[config.mk]
export PLATFORM = sky130hd
export DESIGN_NAME = fetch_unit_flat
export DESIGN_NICKNAME = d
export VERILOG_FILES = /design/src/rtl/fetch_pkg.sv /design/src/rtl/fetch_if.sv /design/src/rtl/fetch_next_pc_calc.sv /design/src/rtl/fetch_unit.sv /design/src/flat_wrapper.sv
export SDC_FILE = /design/constraint.sdc
export NUM_CORES = 1
export LEC_CHECK = 0
export CAP_MARGIN = 20
export CORE_MARGIN = 2
export CORE_UTILIZATION = 50
export DETAILED_ROUTE_END_ITERATION = 10
export HOLD_SLACK_MARGIN = 0.02
export MAX_ROUTING_LAYER = met4
export PLACE_DENSITY = 0.88
export SETUP_SLACK_MARGIN = 0.15
export SYNTH_ARGS = -nofsm -noshare
export SYNTH_HDL_FRONTEND = slang
export SYNTH_SLANG_ARGS = --single-unit
[constraint.sdc]
create_clock -name clk -period 3.4 [get_ports clk]
set_input_delay 0.68 -clock clk [delete_from_list [all_inputs] [get_ports clk]]
set_output_delay 0.68 -clock clk [all_outputs]
set_load 0.05 [all_outputs]
[src/rtl/fetch_pkg.sv]
// Shared types and constants for the instruction fetch unit.
package fetch_pkg;

    typedef enum logic {
        ST_FETCH = 1'b0,
        ST_HOLD  = 1'b1
    } fetch_state_e;

    localparam logic [5:0]  OP_J             = 6'h02;
    localparam logic [5:0]  OP_BEQ           = 6'h04;
    localparam logic [31:0] RESET_PC_DEFAULT = 32'h0000_0000;

endpackage

[src/rtl/fetch_if.sv]
// Fetch unit bus: instruction-memory port, downstream instruction handoff and pc/retire status.
interface fetch_if;

    logic        imem_req;
    logic [31:0] imem_addr;
    logic        imem_ready;
    logic [31:0] imem_rdata;
    logic [31:0] instr;
    logic        instr_valid;
    logic        instr_ready;
    logic        branch;
    logic        zero;
    logic [31:0] pc;
    logic [31:0] retired;

    modport master (
        output imem_req, imem_addr, instr, instr_valid, pc, retired,
        input  imem_ready, imem_rdata, instr_ready, branch, zero
    );

    modport slave (
        input  imem_req, imem_addr, instr, instr_valid, pc, retired,
        output imem_ready, imem_rdata, instr_ready, branch, zero
    );

endinterface

[src/rtl/fetch_next_pc_calc.sv]
// Next-pc selection: jump beats taken branch, which beats the sequential pc+4.
module next_pc_calc
    import fetch_pkg::*;
(
    input  logic [31:0] pc,
    input  logic [31:0] instr,
    input  logic        branch,
    input  logic        zero,
    output logic [31:0] next_pc
);

    logic [31:0] pc_plus4;
    logic [31:0] br_offset;
    logic [31:0] jump_target;

    assign pc_plus4    = pc + 32'd4;
    assign br_offset   = {{14{instr[15]}}, instr[15:0], 2'b00};
    assign jump_target = {pc_plus4[31:28], instr[25:0], 2'b00};

    always_comb begin
        next_pc = pc_plus4;
        if (instr[31:26] == OP_J) begin
            next_pc = jump_target;
        end else if (branch && zero) begin
            next_pc = pc_plus4 + br_offset;
        end
    end

endmodule

[src/rtl/fetch_unit.sv]
// Two-state instruction fetch: request a word, hold it until consumed, then advance pc.
//   state    | meaning
//   ST_FETCH | imem_req high, waiting for imem_ready to capture the word
//   ST_HOLD  | instr_valid high, waiting for instr_ready to consume it
module fetch_unit
    import fetch_pkg::*;
#(
    parameter logic [31:0] RESET_PC = RESET_PC_DEFAULT
) (
    input  logic    clk,
    input  logic    rst,
    fetch_if.master bus
);

    fetch_state_e state_q;
    logic [31:0]  pc_q;
    logic [31:0]  pc_d;
    logic [31:0]  instr_q;
    logic [31:0]  retired_q;
    logic [31:0]  retired_d;
    logic         imem_req_q;
    logic         instr_valid_q;
    logic [31:0]  next_pc;

    // branch/zero only matter in the consume cycle, so they feed the calc unregistered
    next_pc_calc u_next_pc_calc (
        .pc      (pc_q),
        .instr   (instr_q),
        .branch  (bus.branch),
        .zero    (bus.zero),
        .next_pc (next_pc)
    );

    always_comb begin
        pc_d      = next_pc;
        retired_d = retired_q + 32'd1;
    end

    always_ff @(posedge clk) begin
        if (rst) begin
            state_q       <= ST_FETCH;
            pc_q          <= RESET_PC;
            instr_q       <= 32'h0;
            retired_q     <= 32'h0;
            imem_req_q    <= 1'b1;
            instr_valid_q <= 1'b0;
        end else if (state_q == ST_FETCH) begin
            if (bus.imem_ready) begin
                instr_q       <= bus.imem_rdata;
                state_q       <= ST_HOLD;
                imem_req_q    <= 1'b0;
                instr_valid_q <= 1'b1;
            end
        end else begin
            if (bus.instr_ready) begin
                pc_q          <= pc_d;
                retired_q     <= retired_d;
                state_q       <= ST_FETCH;
                imem_req_q    <= 1'b1;
                instr_valid_q <= 1'b0;
            end
        end
    end

    assign bus.imem_req    = imem_req_q;
    assign bus.imem_addr   = pc_q;
    assign bus.instr       = instr_q;
    assign bus.instr_valid = instr_valid_q;
    assign bus.pc          = pc_q;
    assign bus.retired     = retired_q;

endmodule
[src/flat_wrapper.sv]
// flat-port wrapper written by rule: the top's interface ports become plain ports
module fetch_unit_flat import fetch_pkg::*;
#(
    parameter logic [31:0] RESET_PC = RESET_PC_DEFAULT
)
  (clk, rst, bus_imem_req, bus_imem_addr, bus_instr, bus_instr_valid, bus_pc, bus_retired, bus_imem_ready, bus_imem_rdata, bus_instr_ready, bus_branch, bus_zero);
  fetch_if bus_i ();
  input  logic clk;
  input  logic rst;
  output wire logic [$bits(bus_i.imem_req)-1:0] bus_imem_req;
  output wire logic [$bits(bus_i.imem_addr)-1:0] bus_imem_addr;
  output wire logic [$bits(bus_i.instr)-1:0] bus_instr;
  output wire logic [$bits(bus_i.instr_valid)-1:0] bus_instr_valid;
  output wire logic [$bits(bus_i.pc)-1:0] bus_pc;
  output wire logic [$bits(bus_i.retired)-1:0] bus_retired;
  input wire logic [$bits(bus_i.imem_ready)-1:0] bus_imem_ready;
  input wire logic [$bits(bus_i.imem_rdata)-1:0] bus_imem_rdata;
  input wire logic [$bits(bus_i.instr_ready)-1:0] bus_instr_ready;
  input wire logic [$bits(bus_i.branch)-1:0] bus_branch;
  input wire logic [$bits(bus_i.zero)-1:0] bus_zero;
  assign bus_imem_req = bus_i.imem_req;
  assign bus_imem_addr = bus_i.imem_addr;
  assign bus_instr = bus_i.instr;
  assign bus_instr_valid = bus_i.instr_valid;
  assign bus_pc = bus_i.pc;
  assign bus_retired = bus_i.retired;
  assign bus_i.imem_ready = bus_imem_ready;
  assign bus_i.imem_rdata = bus_imem_rdata;
  assign bus_i.instr_ready = bus_instr_ready;
  assign bus_i.branch = bus_branch;
  assign bus_i.zero = bus_zero;
  fetch_unit #(.RESET_PC(RESET_PC)) u_core (.clk(clk), .rst(rst), .bus(bus_i));
endmodule
Yosys cells after proc, flatten, opt, wreduce, memory -nomap -nowiden
Index checks and enable logic that the tools add are counted.
{ "word_totals": {"regBits": 99, "output_inout_bits": 130, "wordCells": 28} }
{ "op_classes": {"addsub": 3, "n_eq_ne": 2, "muxes": 11, "bitwise": 1, "reduce_logical": 5} }
{ "op_table": {"columns": ["operator", "count"], "rows": [
  ["2-to-1 mux 32 bit", 2],
  ["adder 32 x 1 -> 32 bit (second input constant)", 1],
  ["adder 32 x 3 -> 32 bit (second input constant)", 1],
  ["adder 32 bit", 1],
  ["2-to-1 mux 1 bit", 9],
  ["== test 6 x 2 -> 1 bit (second input constant)", 1],
  ["AND reduction 2 bit", 3],
  ["inequality test 2 bit (second input constant)", 1],
  ["nonzero test 2 bit", 1],
  ["logical AND 1 bit", 1],
  ["NOT 1 bit", 1]
]} }

Longest topological paths before layout
Gate-level depths: netlist of the first run.
{ "logic_depth": {"word_depth": 4, "ltp_mapped": 16, "ltp_nobuf": 15} }

Hierarchy
From an unflattened synthesis of the first run, not the netlist that was laid out.
{ "unflattened": {"hier_cells": 928, "hier_area_um2": 6734.0} }
{ "by_module_without_submodules": {"columns": ["module", "instances", "cells_each", "area_each_um2", "seq_area_each_um2"], "rows": [
  ["fetch_unit", 1, 496, 3981.3, 1981.9],
  ["next_pc_calc", 1, 432, 2752.6, 0.0]
]} }

Worst setup path before layout of the first run
Ideal clock, no wire load.
{ "synth_path": {"kind": "register -> register", "from": "register u_core.pc_q[2] (netlist: u_core.bus.imem_addr[2])", "to": "register u_core.pc_q[31] (netlist: u_core.bus.imem_addr[31])", "setup_ns": 0.082, "arrival_time_ns": 3.451, "t_required_ns": 3.318, "setup_slack_ns": -0.133, "path_stages_with_launch": 16, "path_buffers": 1, "path_cell_list": "dfxtp_1 > ha_1 > nand4_1 > nor2_1 > and2_1 > nand2_1 > xnor2_1 > ha_1 > clkbuf_1 > a21oi_1 > o21ai_1 > a41oi_1 > a21oi_1 > or3_1 > a211o_1 > o2111ai_1"} }
{ "synth_between": {"elab_chain_len": 4} }
{ "synth_rtl": {"columns": ["element", "line_no", "text"], "rows": [
  ["start, declared", "fetch_unit.sv:16", "logic [31:0] pc_q;"],
  ["start signal, assigned", "fetch_unit.sv:56", "pc_q <= pc_d;"],
  ["adder 32 x 3 -> 32 bit *", "fetch_next_pc_calc.sv:16", "assign pc_plus4 = pc + 32'd4;"],
  ["adder 32 bit", "fetch_next_pc_calc.sv:25", "next_pc = pc_plus4 + br_offset;"],
  ["2-to-1 mux 32 bit", "fetch_next_pc_calc.sv:24", "end else if (branch && zero) begin"],
  ["2-to-1 mux 32 bit *", "fetch_next_pc_calc.sv:22", "if (instr[31:26] == OP_J) begin"]
]} }
Every way passes the cells marked *; elsewhere a longest branch is shown, timed or not.
A chain may end at the register's enable or synchronous reset.

Worst setup path after layout of the first run
{ "layout_path": {"from": "register u_core.pc_q[10] (netlist: u_core.bus.imem_addr[10])", "to": "register u_core.pc_q[30] (netlist: u_core.bus.imem_addr[30])"} }
The elaborated chain is that of the path after synthesis.

==> results.txt, run 1 <==
Crit Path Class -> reg2reg
IO Pins -> 168
TritonCTS clock tree -> done
asr flop ratio synth -> 0
gpl congestion -> 0.9919
xor/xnor share of the synthesized area -> 0.09798
worst ir drop on vdd -> 281.8 uV
DRT iter0 DRCs -> 554
initial cell density of the core -> 0.5083
arrival time at the worst endpoint -> 3.52 ns
post-synth cell types -> 72
CP Capture Type -> flip-flop
Critical Path Start Type -> flip-flop
Nets -> 1,131
Port Buffers -> 163
Hold Vio Cnt, Final -> 0
Crit Reg-Reg Endpoint -> u_core.bus.imem_addr[30]
total congestion overflow -> 0
power per cell area -> 325.9 mW/mm^2
Max-cap violations -> 0
post-synthesis adder-cell area fraction -> 0.07391
period utilization -> 0.9468
DR vias/cell -> 5.733
Compound-Gate Fraction of Synth Area -> 0.2111
final wirelength -> 21.75 mm
CP required -> 3.70 ns
hold_buf cts -> 0
most frequent cells in the layout -> 162 x clkdlybuf4s50_1, 147 x nand2_1, 82 x a21oi_1
Std-Cell Rows -> 42
CP max FO -> 7
die height -> 119.8 um
leakage -> 3.598 nW
worst reg-to-reg setup slack -> 0.18 ns
die footprint -> 0.01435 sq mm
Worst Hold Slack -> 0.4495 ns
worst hold path type -> reg2reg
Post-synth EDFFs -> 0
critical path launch point -> u_core.bus.imem_addr[10]
Pre-antenna DRT Iters -> 5
Post-Synth Simple-Gate Area -> 0.2477
worst-case reg-to-reg path depth -> 13
fin util -> 0.7048
Syn. warnings -> 0
clk root buf -> clkbuf_16
fmax -> 310.7 MHz
proportion of synthesized area in mux cells -> 0.004479
DR DRC count -> 0
number of global-route vias before repair -> 6,581
Reg clk slew, reported paths -> 0.08 ns
Antenna Cells -> 0
skew final -> 0.009015 ns
initial antenna violation count -> 0
Post-Syn Instances -> 883
latest clock arrival within the worst-skew pair -> 0.36 ns
Post-Route Setup TNS -> 0 ns
r2r startpoint -> u_core.bus.imem_addr[10]
status -> complete, no violations
Least-Margin Pin Slew -> 0.9615 ns
CTS buffer count -> 9
share of cells above drive strength 1 -> 0.1596
pin count of the biggest net entering global routing -> 45
Synth Cell Area -> 0.006704 sq mm
Via Count -> 7,080
Post-DP Area -> 0.008593 sq mm
Detail Placement HPWL -> 16.03 mm
Post-Layout Inst Area -> 0.009296 sq mm
H-tree depth -> 3
synthesis-to-layout area growth -> 38.67%
Max-slew headroom -> 0.3581
commonest non-fill, non-tap cell in the layout -> clkdlybuf4s50_1
Clock Path Buffers -> 2
minimum clock period -> 3.219 ns
Slew Limit Fails -> 0
aggregate global-route resource usage -> 0.3034
register bit total from synthesis -> 97
Die Width -> 119.8 um
syn_area_per_cell -> 7.592 sq um
final setup fails -> 0
global-route wire length before repair -> 33.67 mm
CP endpoint -> u_core.bus.imem_addr[30]
Antenna Nets Post-Route -> 0
RSZ-0062 raised after global routing -> true
Post-synth top flop -> dfxtp_1
Core Box Area -> 0.01319 sq mm
WL per Instance -> 17.61 um
clk sinks -> 97
post-synthesis sequential area ratio -> 0.2897
largest family of logic cells by synthesized area -> simple AND/OR/NAND/NOR gates
synth_stat cells, types with 7 or more instances:
| cell type | number | area, sq um |
|---|---|---|
| buf_4 | 34 | 255.2 |
| nand3_1 | 34 | 170.2 |
| o21ai_0 | 38 | 190.2 |
| nor3_1 | 25 | 125.1 |
| xnor2_1 | 31 | 271.5 |
| clkbuf_1 | 31 | 116.4 |
| inv_1 | 13 | 48.80 |
| a21oi_1 | 89 | 445.4 |
| nand2_1 | 148 | 555.5 |
| o211ai_1 | 18 | 135.1 |
| and3_1 | 16 | 100.1 |
| o22ai_1 | 7 | 43.79 |
| a21o_1 | 12 | 90.09 |
| nand4_1 | 15 | 93.84 |
| dfxtp_1 | 97 | 1942 |
| xor2_1 | 44 | 385.4 |
| ha_1 | 38 | 475.5 |
| nor2_1 | 79 | 296.5 |
| and2_1 | 7 | 43.79 |
layer usage:
| layer | wire (um) | up-vias | track usage | share of wire |
|---|---|---|---|---|
| met5 | 0 | - | - | 0 |
| met4 | 503 | 0 | 0.08382 | 0.023 |
| met3 | 1864 | 43 | 0.07224 | 0.086 |
| met2 | 10050 | 325 | 0.4786 | 0.46 |
| met1 | 9331 | 3298 | 0.3906 | 0.43 |
| li1 | - | 3414 | - | - |
sequential cells by signal, indices dropped and copies added, names as in the netlist:
signal and flops:
u_core.bus.imem_addr 30, u_core.bus.imem_req 1, u_core.bus.instr 32, u_core.bus.instr_valid 1, u_core.bus.retired 32, u_core.state_q 1
worst min-delay path by stage:
stage          cells past startpoint  slack, ns             endpoint                start
3_5_place_dp                       2       0.44  u_core.bus.imem_req  u_core.bus.imem_req
2_1_floorplan                      1       0.51       u_core.state_q       u_core.state_q
3_3_place_gp                       2       0.43  u_core.bus.imem_req  u_core.bus.imem_req
6_report                           2       0.45  u_core.bus.imem_req  u_core.bus.imem_req
4_1_cts                            2       0.45  u_core.bus.imem_req  u_core.bus.imem_req
5_1_grt                            2       0.49  u_core.bus.imem_req  u_core.bus.imem_req
cell type report:
| cell class | count | area, sq um |
|---|---|---|
| multi-input cells | 702 | 4569 |
| clock buffers | 9 | 225.2 |
| clock inverters | 7 | 95.09 |
| repair buffers | 231 | 2153 |
| flip-flops and latches | 97 | 1984 |
| well taps | 176 | 220.2 |
| fillers | 1004 | 3894 |
| inverters | 13 | 48.80 |
worst max-delay path, stage by stage (launching register included):
cell and delay (ns):
dfxtp_4 0.37, nand4_1 0.20, nor3_4 0.27, buf_12 0.15
nand4_4 0.15, xnor2_1 0.32, ha_1 0.35, a21o_1 0.18
a21o_1 0.17, a21oi_1 0.22, o21ai_0 0.14, a2111oi_0 0.43
a31oi_1 0.08, o21bai_1 0.13
power breakdown:
group / switching [mW] / leakage (nW) / internal (mW)
Sequential: 0.0495 / 0.800 / 1.17
Combinational: 0.445 / 2.64 / 0.260
Clock: 0.511 / 0.157 / 0.594
metrics by stage:
| stage | power, mW | worst slack, ns | cells |
|---|---|---|---|
| 6_report | 3.030 | 0.1810 | 1235 |
| 3_5_place_dp | 1.916 | 0.02132 | 1209 |
| 3_3_place_gp | 1.910 | 0.1525 | 1209 |
| 4_1_cts | 3.010 | 0.1565 | 1226 |
| 2_1_floorplan | 1.687 | 0.1505 | 886 |
| 5_1_grt | 3.129 | 0.02872 | 1235 |
cell families (layout without fill, tap and decap cells):
group	Yosys count	in the layout
multiplexers	3	3
XOR/XNOR	75	75
AND/OR/NAND/NOR	358	358
buffers and inverters	87	260
AO/OA/AOI/OAI	223	223
other	1	4
adder cells (fa/ha/maj)	39	39
flip-flops	97	97
what timing repair did:
action	4_1_cts	5_1_grt
pin swaps	3	29
endpoints found under the setup margin	2	16
setup buffers	1	9
gates resized for setup	6	60
Note: power is estimated with default switching activity, not from simulation.
==> run 2, diff against run 1 <==
--- a/config.mk
+++ b/config.mk
@@ -7,12 +7,13 @@
 export LEC_CHECK = 0
 export CAP_MARGIN = 20
 export CORE_MARGIN = 2
-export CORE_UTILIZATION = 50
+export CORE_UTILIZATION = 35
 export DETAILED_ROUTE_END_ITERATION = 10
 export HOLD_SLACK_MARGIN = 0.02
 export MAX_ROUTING_LAYER = met4
-export PLACE_DENSITY = 0.88
+export PLACE_DENSITY = 0.67
 export SETUP_SLACK_MARGIN = 0.15
+export SKIP_CTS_REPAIR_TIMING = 1
 export SYNTH_ARGS = -nofsm -noshare
 export SYNTH_HDL_FRONTEND = slang
 export SYNTH_SLANG_ARGS = --single-unit
==> results.txt, run 2 (same netlist as run 1, synthesis figures left out) <==
status -> complete, no violations
clk root buf -> clkbuf_16
Slew Limit Fails -> 0
initial cell density of the core -> 0.3572
Max stage delay cell, worst path -> dfxtp_2
IO Pins -> 168
H-tree depth -> 3
worst ir drop on vdd -> 264.4 uV
global-route wire length before repair -> 34.71 mm
latest clock arrival within the worst-skew pair -> 0.36 ns
number of global-route vias before repair -> 6,422
most used routing layer -> met2
skew final -> 0.01065 ns
initial antenna violation count -> 0
gpl congestion -> 0.9207
TritonCTS clock tree -> done
DR vias/cell -> 5.407
Core Box Area -> 0.01877 sq mm
die footprint -> 0.02028 sq mm
minimum clock period -> 3.229 ns
Max-cap violations -> 0
arrival time at the worst endpoint -> 3.45 ns
DR DRC count -> 0
CP Capture Type -> flip-flop
fmax -> 309.6 MHz
final wirelength -> 23.23 mm
Critical Path Start Type -> flip-flop
final setup fails -> 0
Crit Path Class -> reg2reg
pin count of the biggest net entering global routing -> 44
aggregate global-route resource usage -> 0.2244
Max-slew headroom -> 0.6211
met3 Use GR -> 0.04576
WL per Instance -> 17.72 um
M1 GR Usage -> 0.3007
Antenna Cells -> 0
Hold Vio Cnt, Final -> 0
worst-path cell chain -> nand4_1, nor3_4, buf_12, nand4_4, buf_6, xnor2_4, ha_4, nand4_1, nor2_4, nand3_2, a31oi_1, buf_4, buf_6, mux2i_4, a211o_1, o2111ai_1
Antenna Nets Post-Route -> 0
Port Buffers -> 163
Clock Path Buffers -> 2
Least-Margin Pin Slew -> 0.5666 ns
CP max FO -> 5
Post-Route Setup TNS -> 0 ns
Nets -> 1,149
power per cell area -> 316.5 mW/mm^2
period utilization -> 0.9499
commonest non-fill, non-tap cell in the layout -> clkdlybuf4s50_1
fill cell count -> 1,800
total congestion overflow -> 0
DRT iter0 DRCs -> 517
CTS buffer count -> 9
share of cells above drive strength 1 -> 0.1922
clk sinks -> 97
Pre-antenna DRT Iters -> 5
RSZ-0062 raised after global routing -> true
max incr delay on CP -> 0.34 ns
synthesis-to-layout area growth -> 45.07%
leakage -> 3.719 nW
GR Util met2 -> 0.3519
die height -> 142.4 um
Via Count -> 7,088
most frequent cells in the layout -> 162 x clkdlybuf4s50_1, 146 x nand2_1, 81 x a21oi_1
CP required -> 3.62 ns
Std-Cell Rows -> 50
worst hold path type -> reg2reg
Reg clk slew, reported paths -> 0.08 ns
Worst Hold Slack -> 0.4519 ns
Detail Placement HPWL -> 17.05 mm
Die Width -> 142.4 um
run 2: cell count changes in the layout (fill, tap and decap cells not counted), sizes merged:
cell      previous run  this run
buf                 69        87
clkinv               2         1
clkinvlp             0         1
run 2: final timing paths:
| path | to | cells after the start | slack [ns] | startpoint |
|---|---|---|---|---|
| max | u_core.bus.imem_addr[31] | 16 | 0.17 | u_core.bus.imem_addr[10] |
| min | u_core.bus.imem_req | 2 | 0.45 | u_core.bus.imem_req |
| max reg2reg | u_core.bus.imem_addr[31] | 16 | 0.17 | u_core.bus.imem_addr[10] |
| min reg2reg | u_core.bus.imem_req | 2 | 0.45 | u_core.bus.imem_req |
run 2: worst max-delay path, delay by kind of cell (launching register included):
kind                       cells  cell delay, ns
DFF                            1            0.34
and+or+nand+nor                6            1.08
adders and majority gates      1            0.29
buffers and inverters          4            0.59
muxes                          1            0.22
AOI/OAI and AO/OA              3            0.39
xor gates and xnor gates       1            0.17
run 2: per-layer routing:
metal | wire (um) | share of wire | vias up
met5 | 0 | 0 | -
met4 | 473 | 0.020 | 0
met3 | 1579 | 0.068 | 38
met2 | 10650 | 0.46 | 257
met1 | 10530 | 0.45 | 3341
li1 | - | - | 3452
run 2: report_power, final:
part           leakage [nW]  internal, mW  switching, mW  total [mW]
Sequential            0.799          1.17         0.0449        1.22
Combinational          2.77         0.273          0.461       0.734
Clock                 0.153         0.594          0.532        1.13
run 2: stage by stage:
| stage | std cells | power [mW] | instance area [sq um] | worst slack (ns) | util |
|---|---|---|---|---|---|
| finish | 1311 | 3.078 | 9726 | 0.1705 | 0.5182 |
| floorplan | 886 | 1.687 | 6748 | 0.1505 | - |
| CTS | 1291 | 3.055 | 9045 | 0.02239 | 0.4819 |
| global placement | 1275 | 1.931 | 8726 | 0.1264 | 0.4649 |
| detailed placement | 1275 | 1.935 | 8726 | 0.04747 | 0.4649 |
| global route | 1311 | 3.191 | 9726 | -0.01711 | 0.5182 |
run 2: layout make-up:
| class | count | area (sq um) | area share |
|---|---|---|---|
| multi-input combinational | 702 | 4768 | 0.4903 |
| timing repair buffer | 249 | 2320 | 0.2385 |
| sequential | 97 | 1977 | 0.2033 |
| tap | 234 | 292.8 | 0.03010 |
| clock buffer | 9 | 225.2 | 0.02316 |
| clock inverter | 7 | 93.84 | 0.009649 |
| inverter | 13 | 48.80 | 0.005017 |
